===== config.mk =====
export PLATFORM = sky130hd
export DESIGN_NAME = gate_truth_sweep_flat
export DESIGN_NICKNAME = d
export VERILOG_FILES = /design/src/rtl/gate_truth_sweep_if.sv /design/src/rtl/gate_truth_sweep.sv /design/src/flat_wrapper.sv
export SDC_FILE = /design/constraint.sdc
export NUM_CORES = 1
export LEC_CHECK = 0
export CORE_MARGIN = 2
export CORE_UTILIZATION = 51
export CTS_CLUSTER_DIAMETER = 150
export CTS_CLUSTER_SIZE = 24
export DETAILED_ROUTE_END_ITERATION = 8
export PLACE_DENSITY = 0.78
export SLEW_MARGIN = 20
export SYNTH_ARGS = -nofsm -noshare
export SYNTH_HDL_FRONTEND = slang
export SYNTH_SLANG_ARGS = --single-unit
export TNS_END_PERCENT = 5

===== constraint.sdc =====
create_clock -name clk -period 2.5 [get_ports clk]
set_input_delay 0.375 -clock clk [delete_from_list [all_inputs] [get_ports clk]]
set_output_delay 0.375 -clock clk [all_outputs]
set_load 0.01 [all_outputs]

===== src/rtl/gate_truth_sweep_if.sv =====
// gate_truth_sweep_if: control, expected-word and result bundle for the gate truth-table sweeper
//   i_start/i_abort  sweep request / cancel
//   i_expected       expected truth table, bit i = gate output for index i
//   i_gate_in        output of the gate under sweep
//   o_a/o_b/o_c      gate inputs, {a,b,c} = current index
//   o_busy/o_done    sweep in progress / one-cycle completion pulse
//   o_pass/o_table_out/o_fail_idx  sweep results
interface gate_truth_sweep_if;
  logic       i_start;
  logic       i_abort;
  logic [7:0] i_expected;
  logic       i_gate_in;
  logic       o_a;
  logic       o_b;
  logic       o_c;
  logic       o_busy;
  logic       o_done;
  logic       o_pass;
  logic [7:0] o_table_out;
  logic [2:0] o_fail_idx;
  modport slave (
    input  i_start, i_abort, i_expected, i_gate_in,
    output o_a, o_b, o_c, o_busy, o_done, o_pass, o_table_out, o_fail_idx
  );
  modport master (
    output i_start, i_abort, i_expected, i_gate_in,
    input  o_a, o_b, o_c, o_busy, o_done, o_pass, o_table_out, o_fail_idx
  );
endinterface


===== src/rtl/gate_truth_sweep.sv =====
// gate_truth_sweep: drives a 3-input gate through all 8 vectors, captures and checks its truth table
//   clk, rst  clock and synchronous active-high reset
//   bus       gate_truth_sweep_if.slave (control in, gate drive and results out)
module gate_truth_sweep #(
  parameter int SETTLE_CYCLES = 1,
  parameter int CNT_W         = 4
) (
  input logic               clk,
  input logic               rst,
  gate_truth_sweep_if.slave bus
);
  typedef enum logic [1:0] {IDLE, DRIVE, SAMPLE, DONE} state_t;
  localparam logic [CNT_W-1:0] RELOAD = CNT_W'(SETTLE_CYCLES - 1);
  state_t           r_state, w_nxt_state;
  logic [2:0]       r_idx, w_nxt_idx;
  logic [CNT_W-1:0] r_cnt, w_nxt_cnt;
  logic [7:0]       r_exp, w_nxt_exp;
  logic [7:0]       r_tab, w_nxt_tab;
  logic             r_pass, w_nxt_pass;
  logic [2:0]       r_fail, w_nxt_fail;
  logic [7:0]       w_tab;
  logic [7:0]       w_diff;
  logic [2:0]       w_fail;
  // table as it will stand once the current sample is taken; results are
  // computed from it so pass/fail_idx are already valid in the DONE cycle
  always_comb begin
    w_tab = r_tab;
    w_tab[r_idx] = bus.i_gate_in;
    w_diff = w_tab ^ r_exp;
    w_fail = 3'd0;
    for (int i = 7; i >= 0; i--) if (w_diff[i]) w_fail = 3'(i);
  end
  always_comb begin
    w_nxt_state = r_state;
    w_nxt_idx = r_idx;
    w_nxt_cnt = r_cnt;
    w_nxt_exp = r_exp;
    w_nxt_tab = r_tab;
    w_nxt_pass = r_pass;
    w_nxt_fail = r_fail;
    case (r_state)
      IDLE: if (bus.i_start && !bus.i_abort) begin
        w_nxt_state = DRIVE;
        w_nxt_idx = 3'd0;
        w_nxt_cnt = RELOAD;
        w_nxt_exp = bus.i_expected;
        w_nxt_tab = 8'd0;
        w_nxt_pass = 1'b0;
        w_nxt_fail = 3'd0;
      end
      DRIVE: begin
        w_nxt_state = r_cnt == '0 ? SAMPLE : DRIVE;
        w_nxt_cnt = r_cnt == '0 ? r_cnt : r_cnt - 1'b1;
      end
      SAMPLE: begin
        w_nxt_tab = w_tab;
        w_nxt_state = r_idx == 3'd7 ? DONE : DRIVE;
        w_nxt_idx = r_idx == 3'd7 ? r_idx : r_idx + 3'd1;
        w_nxt_cnt = RELOAD;
        w_nxt_pass = r_idx == 3'd7 ? w_diff == 8'd0 : r_pass;
        w_nxt_fail = r_idx == 3'd7 ? w_fail : r_fail;
      end
      default: w_nxt_state = IDLE;
    endcase
    // abort overrides everything in DRIVE/SAMPLE, discarding any pending sample
    if (bus.i_abort && (r_state == DRIVE || r_state == SAMPLE)) begin
      w_nxt_state = IDLE;
      w_nxt_idx = 3'd0;
      w_nxt_cnt = r_cnt;
      w_nxt_tab = 8'd0;
      w_nxt_pass = 1'b0;
      w_nxt_fail = 3'd0;
    end
  end
  always_ff @(posedge clk) begin
    if (rst) begin
      r_state <= IDLE;
      r_idx <= 3'd0;
      r_cnt <= '0;
      r_exp <= 8'd0;
      r_tab <= 8'd0;
      r_pass <= 1'b0;
      r_fail <= 3'd0;
    end else begin
      r_state <= w_nxt_state;
      r_idx <= w_nxt_idx;
      r_cnt <= w_nxt_cnt;
      r_exp <= w_nxt_exp;
      r_tab <= w_nxt_tab;
      r_pass <= w_nxt_pass;
      r_fail <= w_nxt_fail;
    end
  end
  assign {bus.o_a, bus.o_b, bus.o_c} = r_idx;
  assign bus.o_busy = r_state == DRIVE || r_state == SAMPLE;
  assign bus.o_done = r_state == DONE;
  assign bus.o_pass = r_pass;
  assign bus.o_table_out = r_tab;
  assign bus.o_fail_idx = r_fail;
endmodule


===== src/flat_wrapper.sv =====
// flat-port wrapper written by rule: the top's interface ports become plain ports
module gate_truth_sweep_flat 
#(
  parameter int SETTLE_CYCLES = 1,
  parameter int CNT_W         = 4
)
  (clk, rst, bus_i_start, bus_i_abort, bus_i_expected, bus_i_gate_in, bus_o_a, bus_o_b, bus_o_c, bus_o_busy, bus_o_done, bus_o_pass, bus_o_table_out, bus_o_fail_idx);
  gate_truth_sweep_if bus_i ();
  input logic clk;
  input logic rst;
  input wire logic [$bits(bus_i.i_start)-1:0] bus_i_start;
  input wire logic [$bits(bus_i.i_abort)-1:0] bus_i_abort;
  input wire logic [$bits(bus_i.i_expected)-1:0] bus_i_expected;
  input wire logic [$bits(bus_i.i_gate_in)-1:0] bus_i_gate_in;
  output wire logic [$bits(bus_i.o_a)-1:0] bus_o_a;
  output wire logic [$bits(bus_i.o_b)-1:0] bus_o_b;
  output wire logic [$bits(bus_i.o_c)-1:0] bus_o_c;
  output wire logic [$bits(bus_i.o_busy)-1:0] bus_o_busy;
  output wire logic [$bits(bus_i.o_done)-1:0] bus_o_done;
  output wire logic [$bits(bus_i.o_pass)-1:0] bus_o_pass;
  output wire logic [$bits(bus_i.o_table_out)-1:0] bus_o_table_out;
  output wire logic [$bits(bus_i.o_fail_idx)-1:0] bus_o_fail_idx;
  assign bus_i.i_start = bus_i_start;
  assign bus_i.i_abort = bus_i_abort;
  assign bus_i.i_expected = bus_i_expected;
  assign bus_i.i_gate_in = bus_i_gate_in;
  assign bus_o_a = bus_i.o_a;
  assign bus_o_b = bus_i.o_b;
  assign bus_o_c = bus_i.o_c;
  assign bus_o_busy = bus_i.o_busy;
  assign bus_o_done = bus_i.o_done;
  assign bus_o_pass = bus_i.o_pass;
  assign bus_o_table_out = bus_i.o_table_out;
  assign bus_o_fail_idx = bus_i.o_fail_idx;
  gate_truth_sweep #(.SETTLE_CYCLES(SETTLE_CYCLES), .CNT_W(CNT_W)) u_core (.clk(clk), .rst(rst), .bus(bus_i));
endmodule

== Word-level counts from Yosys, hierarchy flattened ==
Index checks and enable logic that the tools add are counted.

* Register bits: 29
* Output and inout bits: 17
* Logic and storage cells: 65

* Add/sub/neg operators: 2
* Order comparisons: 2
* Equal/unequal tests: 8
* Muxes and demuxes: 28
* Bitwise operators: 2
* Reductions and logical operators: 16

{| class="wikitable"
|+ Operators with widths
! cell !! count
|-
| $mux W3 || 11
|-
| $pmux W8 S2 || 1
|-
| $pmux W3 S2 || 2
|-
| $pmux W4 S3 || 1
|-
| $bwmux W8 || 1
|-
| $logic_not A8 Y1 || 1
|-
| $mux W4 || 2
|-
| $mux W8 || 1
|-
| $xor A8 B8 Y8 || 1
|-
| $mux W2 || 3
|-
| $pmux W2 S3 || 1
|-
| $reduce_and A3 Y1 || 2
|-
| $eq A2 B2 Y1 const B || 2
|-
| $logic_not A4 Y1 || 1
|-
| $lt A3 B4 Y1 const B || 1
|-
| $ne A2 B1 Y1 const B || 2
|-
| $ne A2 B2 Y1 const B || 2
|-
| $reduce_and A2 Y1 || 2
|-
| $reduce_and A4 Y1 || 1
|-
| $sub A4 B1 Y4 const B || 1
|-
| $add A3 B1 Y3 const B || 1
|-
| $demux W1 S3 || 1
|-
| $eq A3 B3 Y1 const B || 1
|-
| $ge A3 B1 Y1 const B || 1
|-
| other kinds (11) || 15
|}

== Depth between registers and ports, before layout ==
* Word-level depth: 16
* Mapped depth: 9
* Mapped depth without buffers: 8

== Worst setup path before layout ==
Ideal clock, no wire load.

* Path kind: flip-flop to flip-flop
* Start: register u_core.r_idx[2]
* End: register u_core.r_fail[0] (netlist: u_core.bus.o_fail_idx[0])
* Setup time: 86 ps
* Arrival: 1784 ps
* Slack: 629 ps
* Cell stages (with the launch flop): 7
* Buffers on the path: 0
* Cells stage by stage: dfxtp_1 > nor3b_1 > mux2i_1 > xnor2_1 > nor2b_1 > a211o_1 > a221oi_2

* Cells in the longest elaborated chain, start to end: 16

{| class="wikitable"
|+ RTL lines
! what !! line !! source
|-
| start: declaration || gate_truth_sweep.sv:15 || <nowiki>logic [2:0] r_idx, w_nxt_idx;</nowiki>
|-
| start signal: assignment || gate_truth_sweep.sv:86 || <nowiki>r_idx <= w_nxt_idx;</nowiki>
|-
| $lt A3 B4 Y1 (implied by the code) or $ge A3 B1 Y1 (tied branches) || gate_truth_sweep.sv:28 || <nowiki>w_tab[r_idx] = bus.i_gate_in;</nowiki>
|-
| $logic_and A1 B1 Y1 (implied by the code) || gate_truth_sweep.sv:28 ||
|-
| $mux W1 (implied by the code) || gate_truth_sweep.sv:28 ||
|-
| $demux W1 S3 || -- ||
|-
| $bwmux W8 || gate_truth_sweep.sv:28 ||
|-
| $xor A8 B8 Y8 || gate_truth_sweep.sv:29 || <nowiki>w_diff = w_tab ^ r_exp;</nowiki>
|-
| $mux W3 (8 in series) || gate_truth_sweep.sv:31 || <nowiki>for (int i = 7; i >= 0; i--) if (w_diff[i]) w_fail = 3'(i);</nowiki>
|-
| $mux W3 || gate_truth_sweep.sv:61 || <nowiki>w_nxt_fail = r_idx == 3'd7 ? w_fail : r_fail;</nowiki>
|-
| $pmux W3 S2 || gate_truth_sweep.sv:41 || <nowiki>case (r_state)</nowiki>
|-
| end signal: assignment || gate_truth_sweep.sv:91 || <nowiki>r_fail <= w_nxt_fail;</nowiki>
|-
| end: declaration || gate_truth_sweep.sv:20 || <nowiki>logic [2:0] r_fail, w_nxt_fail;</nowiki>
|}

Several ways; a longest one is shown, not always the timed one. The select of a mux whose other input is x is not followed.
A chain may end at the register's enable or synchronous reset.

== Worst setup path after layout ==
Same ends and word-level chain as after synthesis.

==> summary.md <==
| Metric | Value |
|---|---|
| Post-layout min period | 2.12 ns |
| Worst min-delay path class | reg -> reg |
| Area of combinational cells with multiple inputs | 941 um2 |
| Count of cells resized by post-cts repair | 0 |
| First-pass GRT wire length | 5980 um |
| Count of max-cap constraint violations | 0 |
| Worst IR drop on VDD | 0.445 mV |
| Top_reg_cell synth | sky130_fd_sc_hd__dfxtp_1 |
| Die area | 3570 um2 |
| Register clock-pin slew on the reported worst setup and hold paths | 0.10 ns |
| Longest Clk Path Bufs | 2 |
| Post-route fraction of the period consumed by the critical path | 84.8% |
| Overall die height | 59.8 um |
| Sequential Area | 581 um2 |
| Total non-filler cell area in the finished layout | 1950 um2 |
| RSZ-0062 raised after global routing | no |
| Placeable core area | 3000 um2 |
| Synthesis-stage register bit count | 29 |
| Type of element capturing the critical path | flip-flop |
| Stage delay of the slowest cell on the critical path | 0.56 ns |
| Final GP Congestion | 0.833 |
| Sum of negative setup slack | 0 ns |
| Via/cell ratio | 5.85 |
| Static leakage | 0.788 nW |
| Vias in the first global route | 1,324 |
| Number of buffers created by CTS | 5 |
| Average routed wire per standard cell | 14.5 um |
| Result of the run | finished clean |
| Std-Cell Rows | 20 |
| CP Cell Sequence | nor3b_1, mux2i_1, xnor2_1, nor2b_1, a211o_1, a221oi_2 |
| CTS tree | built |
| Antenna violation net count after detailed routing | 0 |
| Setup violation total in the final timing report | 0 |
| Post-Synthesis Cells | 182 |
| Final Max Slew Viols | 0 |
| H-tree depth reported by CTS | 2 |
| Hold buffers post-CTS | 0 |
| GRT Overall Usage | 22.7% |
| Detail Placement HPWL | 2650 um |
| Number of different library cells in the post-synthesis netlist | 38 |
| Number of hold violations in the final report | 0 |
| Startpoint-to-endpoint class of the critical path | reg -> reg |
| Overall via count from detail_route | 1,440 |
| Die Width | 59.8 um |
| Ys async rst share | 0% |
| Clock latency of the later-clocked register in the worst-skew pair | 0.34 ns |
| Starting density of the core | 52.8% |
| Number of enable-type register cells in the synthesized netlist | 0 |
| Number of port buffers | 29 |
| Final global-route overflow total | 0 |
| Post-synthesis average cell area | 8.72 um2 |
| Buffer and inverter count on the worst path | 0 |
| Layout cell share with drive strength beyond 1 | 7.98% |
| Post-route clock skew | 0.0114 ns |
| Buffers inserted by post-CTS timing repair | 0 |
| Layout net count | 232 |
| Kind of start point of the critical path | flip-flop |
| Highest achievable clock rate | 0.472 GHz |
| Crit path DAT | 2.38 ns |
| Violation count after the first detailed-routing iteration | 144 |
| Worst-path cell with the longest stage delay | sky130_fd_sc_hd__dfxtp_1 |
| Ant diodes | 0 |
| Pin slew with the least headroom to its limit | 0.689 ns |
| Cell Area, Synth | 1590 um2 |
| Final core utilization | 65.0% |
| Synth warnings | 0 |
| Syn-to-layout area delta | 22.9% |
| Worst slew slack as a fraction of its limit | 53.8% |
| Syn nets | 202 |
| Power density normalized to cell area | 646 nW/um2 |
| I/O Pins | 30 |
| CP max FO | 11 |
| Filler cell count in the final layout | 262 |
| Maximum number of pins on one net before global-route repair | 14 |
| Share of synthesized area occupied by flip-flops and latches | 36.6% |
| Number of sinks on the clock net | 29 |
| Data required time of the critical path | 2.76 ns |
| Placed inst area | 1900 um2 |
| Master cell of the clock root buffer | sky130_fd_sc_hd__clkbuf_4 |
| First drt pass iteration count | 5 |
| Category of cells accounting for the largest share of critical-path delay | flip-flops |
| Drt drc | 0 |
| Post-Route WL | 3580 um |
| Initial antenna violation count | 0 |
## layer usage
metal,wire (um),GRT usage [%],vias up
met1,1620,27.8,671
met3,191,6.71,18
li1,-,-,696
met4,106,13.7,0
met5,0,0,-
met2,1660,34.9,55
## layout by cell type, fill, tap and decap left out, types with 3 or more instances in the layout
cell	synthesis	routed
sky130_fd_sc_hd__nor2_1	31	31
sky130_fd_sc_hd__nand2b_1	4	4
sky130_fd_sc_hd__a21oi_1	8	8
sky130_fd_sc_hd__a22oi_1	9	9
sky130_fd_sc_hd__clkdlybuf4s50_1	0	29
sky130_fd_sc_hd__and3_1	3	3
sky130_fd_sc_hd__nand2_1	11	11
sky130_fd_sc_hd__o21ai_0	9	8
sky130_fd_sc_hd__clkbuf_4	0	5
sky130_fd_sc_hd__nor3_1	3	3
sky130_fd_sc_hd__xnor2_1	7	7
sky130_fd_sc_hd__buf_4	1	3
sky130_fd_sc_hd__mux2i_1	17	17
sky130_fd_sc_hd__ha_1	7	7
sky130_fd_sc_hd__inv_1	7	7
sky130_fd_sc_hd__clkbuf_1	7	3
sky130_fd_sc_hd__nor3b_1	3	3
sky130_fd_sc_hd__dfxtp_1	29	29
## report_power, final
part | internal [mW] | switching (mW)
Sequential | 0.500 | 0.0334
Clock | 0.112 | 0.164
Combinational | 0.199 | 0.251
Total | 0.811 | 0.448
## synthesized netlist by cell type (all sizes together), types with 2 or more instances
| cell type | count | area share, % |
|---|---|---|
| a211oi | 2 | 0.95 |
| a21oi | 8 | 2.5 |
| a22oi | 9 | 4.3 |
| a32o | 2 | 1.4 |
| and3 | 3 | 1.2 |
| and3b | 3 | 1.7 |
| buf | 2 | 0.79 |
| clkbuf | 7 | 1.7 |
| dfxtp | 29 | 37 |
| ha | 7 | 5.5 |
| inv | 7 | 1.7 |
| mux2i | 17 | 11 |
| nand2 | 11 | 2.6 |
| nand2b | 4 | 1.6 |
| nor2 | 31 | 7.3 |
| nor3 | 4 | 2.0 |
| nor3b | 3 | 1.4 |
| o21ai | 9 | 2.8 |
| or3 | 3 | 1.5 |
| xnor2 | 8 | 4.9 |
## worst paths after layout
path | startpoint | end | slack [ns] | depth (start not counted)
max | u_core.r_idx[2] | u_core.bus.o_fail_idx[0] | 0.38 | 6
min | u_core.r_cnt[3] | u_core.r_cnt[3] | 0.47 | 2
max reg2reg | u_core.r_idx[2] | u_core.bus.o_fail_idx[0] | 0.38 | 6
min reg2reg | u_core.r_cnt[3] | u_core.r_cnt[3] | 0.47 | 2
## per-stage QoR
stage / total power, mW / hold slack (ns) / instances / worst slack [ns]
4_1_cts: 1.26 / 0.473 / 246 / 0.325
2_1_floorplan: 0.874 / 0.430 / 182 / 0.629
5_1_grt: 1.35 / 0.492 / 246 / 0.300
3_5_place_dp: 0.985 / 0.461 / 238 / 0.316
3_3_place_gp: 0.966 / 0.454 / 238 / 0.374
6_report: 1.26 / 0.469 / 246 / 0.380
## layout make-up
cell class                 count  share of cell area, %
tap                           33                   2.12
clock buffer                   8                   2.50
inverter                       7                   1.35
sequential                    29                   29.8
multi-input combinational    137                   48.2
timing repair buffer          32                   16.0
## flip-flops by register name, summed over array words and instances (netlist names)
register	cells
u_core.r_state	2
u_core.bus.o_pass	1
u_core.bus.o_table_out	8
u_core.r_exp	8
u_core.r_cnt	4
u_core.r_idx	3
u_core.bus.o_fail_idx	3
## cells by family (layout without fill, tap and decap cells)
kind of cell,count (synthesis),in the layout,share of synthesized area (%)
flops,29,29,36.6
simple gates,68,68,21.9
buf+inv,16,47,4.10
fa+ha+maj,7,7,5.52
xor+xnor,8,8,4.89
compound gates,36,36,15.5
mux,18,18,11.4
## worst register-to-register path, cell delays in order (launching register included)
cell and delay [ns]:
sky130_fd_sc_hd__dfxtp_1 0.56, sky130_fd_sc_hd__nor3b_1 0.40, sky130_fd_sc_hd__mux2i_1 0.30, sky130_fd_sc_hd__xnor2_1 0.16
sky130_fd_sc_hd__nor2b_1 0.16, sky130_fd_sc_hd__a211o_1 0.28, sky130_fd_sc_hd__a221oi_2 0.20
No activity file was read; power rests on OpenSTA's default activity.
==> variant (same settings) <==
Reset style: asynchronous (`rst`), changed in one clocked block. Comments in the files are not updated.
--- a/src/rtl/gate_truth_sweep.sv
+++ b/src/rtl/gate_truth_sweep.sv
@@ -73,5 +73,5 @@
     end
   end
-  always_ff @(posedge clk) begin
+  always_ff @(posedge clk or posedge rst) begin
     if (rst) begin
       r_state <= IDLE;
Function: differs if rst is asserted again (counterexample within 4 cycles, from zero or initial values and one cycle with rst high); with rst held inactive, the same outputs for 10 cycles.
==> variant against the original RTL <==
Setup slack lost 0.070 ns; sequential cell count unchanged; cell area increased by 7.8%; sequential share of layout area rose by 4.7 points; utilization decreased by 0.92 points; critical path depth unchanged; largest cell class unchanged; synthesized area increased by 8.1%; routed wire length rose by 4.1%.
Power is not compared: it rests on default switching activity, and its combinational part moved more than twofold at a synthesized area within 25%.
==> variant: results (changes against the original RTL) <==
- Worst Skew: 0.00958 ns (was 0.0114 ns)
- DP HPWL: 2790 um (was 2650 um)
- H-Tree Level Count: 2 (unchanged)
- Layout cells sized above 1: 10.6% (was 7.98%)
- Status: complete, no violations (unchanged)
- CTS clock-pin slew for the worst setup and hold paths: 0.09 ns
- Synth cell types: 37 (was 38)
- Number of nets in the layout: 228 (was 232)
- Critical Path AT: 2.41 ns (was 2.38 ns)
- DP Area: 0.00205 mm2 (was 0.00190 mm2)
- Synth area leaders: dfrtp_1 (42%), o21ai_0 (6.7%), mux2_2 (5.9%), mux2i_1 (5.3%), ha_1 (5.1%) (was dfxtp_1 (37%), mux2i_1 (11%), nor2_1 (7.3%), ha_1 (5.5%), a22oi_1 (4.3%))
- Hold Slack: 0.411 ns (was 0.469 ns)
- Drt pass-1 iters: 4 (was 5)
- Initial drt markers: 99 (was 144)
- Max FO, Critical Path: 13 (was 11)
- Hold Crit Class: input port to asynchronous set/reset pin (was flip-flop to flip-flop)
- Global-route wire length before repair: 5950 um (was 5980 um)
- Last element of the critical path: u_core.bus.o_fail_idx[2] (was u_core.bus.o_fail_idx[0])
- RePlAce Congestion: 0.867 (was 0.833)
- Top cells by count, synth: dfrtp_1 (29), o21ai_0 (23), inv_1 (13) (was nor2_1 (31), dfxtp_1 (29), mux2i_1 (17))
- Post-route minimum period: 2.19 ns (was 2.12 ns)
- Vias per std cell: 5.64 (was 5.85)
- Slew margin rel.: 49.5% (was 53.8%)
- GRT Overall Usage: 21.4% (was 22.7%)
- WL final: 3720 um (was 3580 um)
- Net Count, Synth: 194 (was 202)
- Largest net degree at the start of global routing: 30 (was 14)
- Layout fillers: 269 (was 262)
- Setup slack, reg-to-reg: 0.31 ns (was 0.38 ns)
- Ys flop type: dfrtp_1 (was dfxtp_1)
- Sequential area share after synthesis: 42.3% (was 36.6%)
- Leak Pwr: 0.934 nW
- Vias in the first global route: 1336 (was 1324)
- Dpl ws: 0.251 ns (was 0.316 ns)
- CTS max path bufs: 2 (unchanged)
- CP Launch Point: u_core.r_idx[0] (was u_core.r_idx[2])
- Synth async-reset ratio: 100% (was 0%)
==> variant: changes by cell type in the layout (fill, tap and decap cells not counted), sizes merged, moves of 8 or more <==
| cell | change |
|---|---|
| o21ai | +15 |
| dfrtp | +29 |
| mux2i | -8 |
| a22oi | -9 |
| mux2 | +8 |
| nor2 | -23 |
| dfxtp | -29 |
==> variant: how the worst min path moves through the flow <==
stage	startpoint	endpoint
global route	rst	u_core.r_exp[0]
floorplan	rst	u_core.bus.o_fail_idx[0]
finish	rst	u_core.r_state[1]
detailed placement	u_core.bus.o_fail_idx[2]	u_core.bus.o_fail_idx[2]
CTS	rst	u_core.bus.o_table_out[3]
global placement	u_core.bus.o_pass	u_core.bus.o_pass
==> variant: critical path, stage by stage, from the launching register on <==
cell      delay [ns]
dfrtp_1         0.52
nor3b_1         0.42
mux2i_1         0.27
xnor2_1         0.10
nand2b_1        0.15
or3_1           0.35
a32o_1          0.27
==> variant: layout make-up <==
class / count / area [um2] / area share [%]
flip-flops and latches: 29 / 726 / 34.5
multi-input cells: 126 / 896 / 42.6
inverters: 13 / 48.8 / 2.32
well taps: 46 / 57.6 / 2.74
clock buffers: 7 / 55.1 / 2.62
repair buffers: 33 / 320 / 15.2
==> variant: metrics by stage <==
stage	std cells	power [mW]	util [%]
after floorplan	174	1.34	-
after global routing	254	2.06	64.0
final	254	1.92	64.0
after detailed placement	247	1.64	62.4
after CTS	254	1.93	64.0
after global placement	247	1.60	62.4
==> variant: kinds of logic after synthesis <==
logic type,count (synthesis),share of synthesized area (%)
AO/OA/AOI/OAI,42,14.3
XOR/XNOR,9,4.59
adder cells (fa/ha/maj),7,5.11
buffers and inverters,19,5.47
flip-flops,29,42.3
multiplexers,18,11.2
AND/OR/NAND/NOR,50,17.1
==> variant: layer usage <==
layer | vias up | GRT usage [%] | part of all wire, %
met5 | - | 0 | 0
met4 | 0 | 8.51 | 2.2
met3 | 8 | 5.80 | 4.9
met2 | 38 | 35.3 | 49
met1 | 700 | 26.6 | 44
li1 | 687 | - | -
==> variant: where the power goes <==
group	internal, mW	leakage, nW	total [mW]	switching [mW]
registers	0.579	0.385	0.691	0.112
clock network	0.132	0.0314	0.289	0.157
logic	0.441	0.518	0.943	0.502
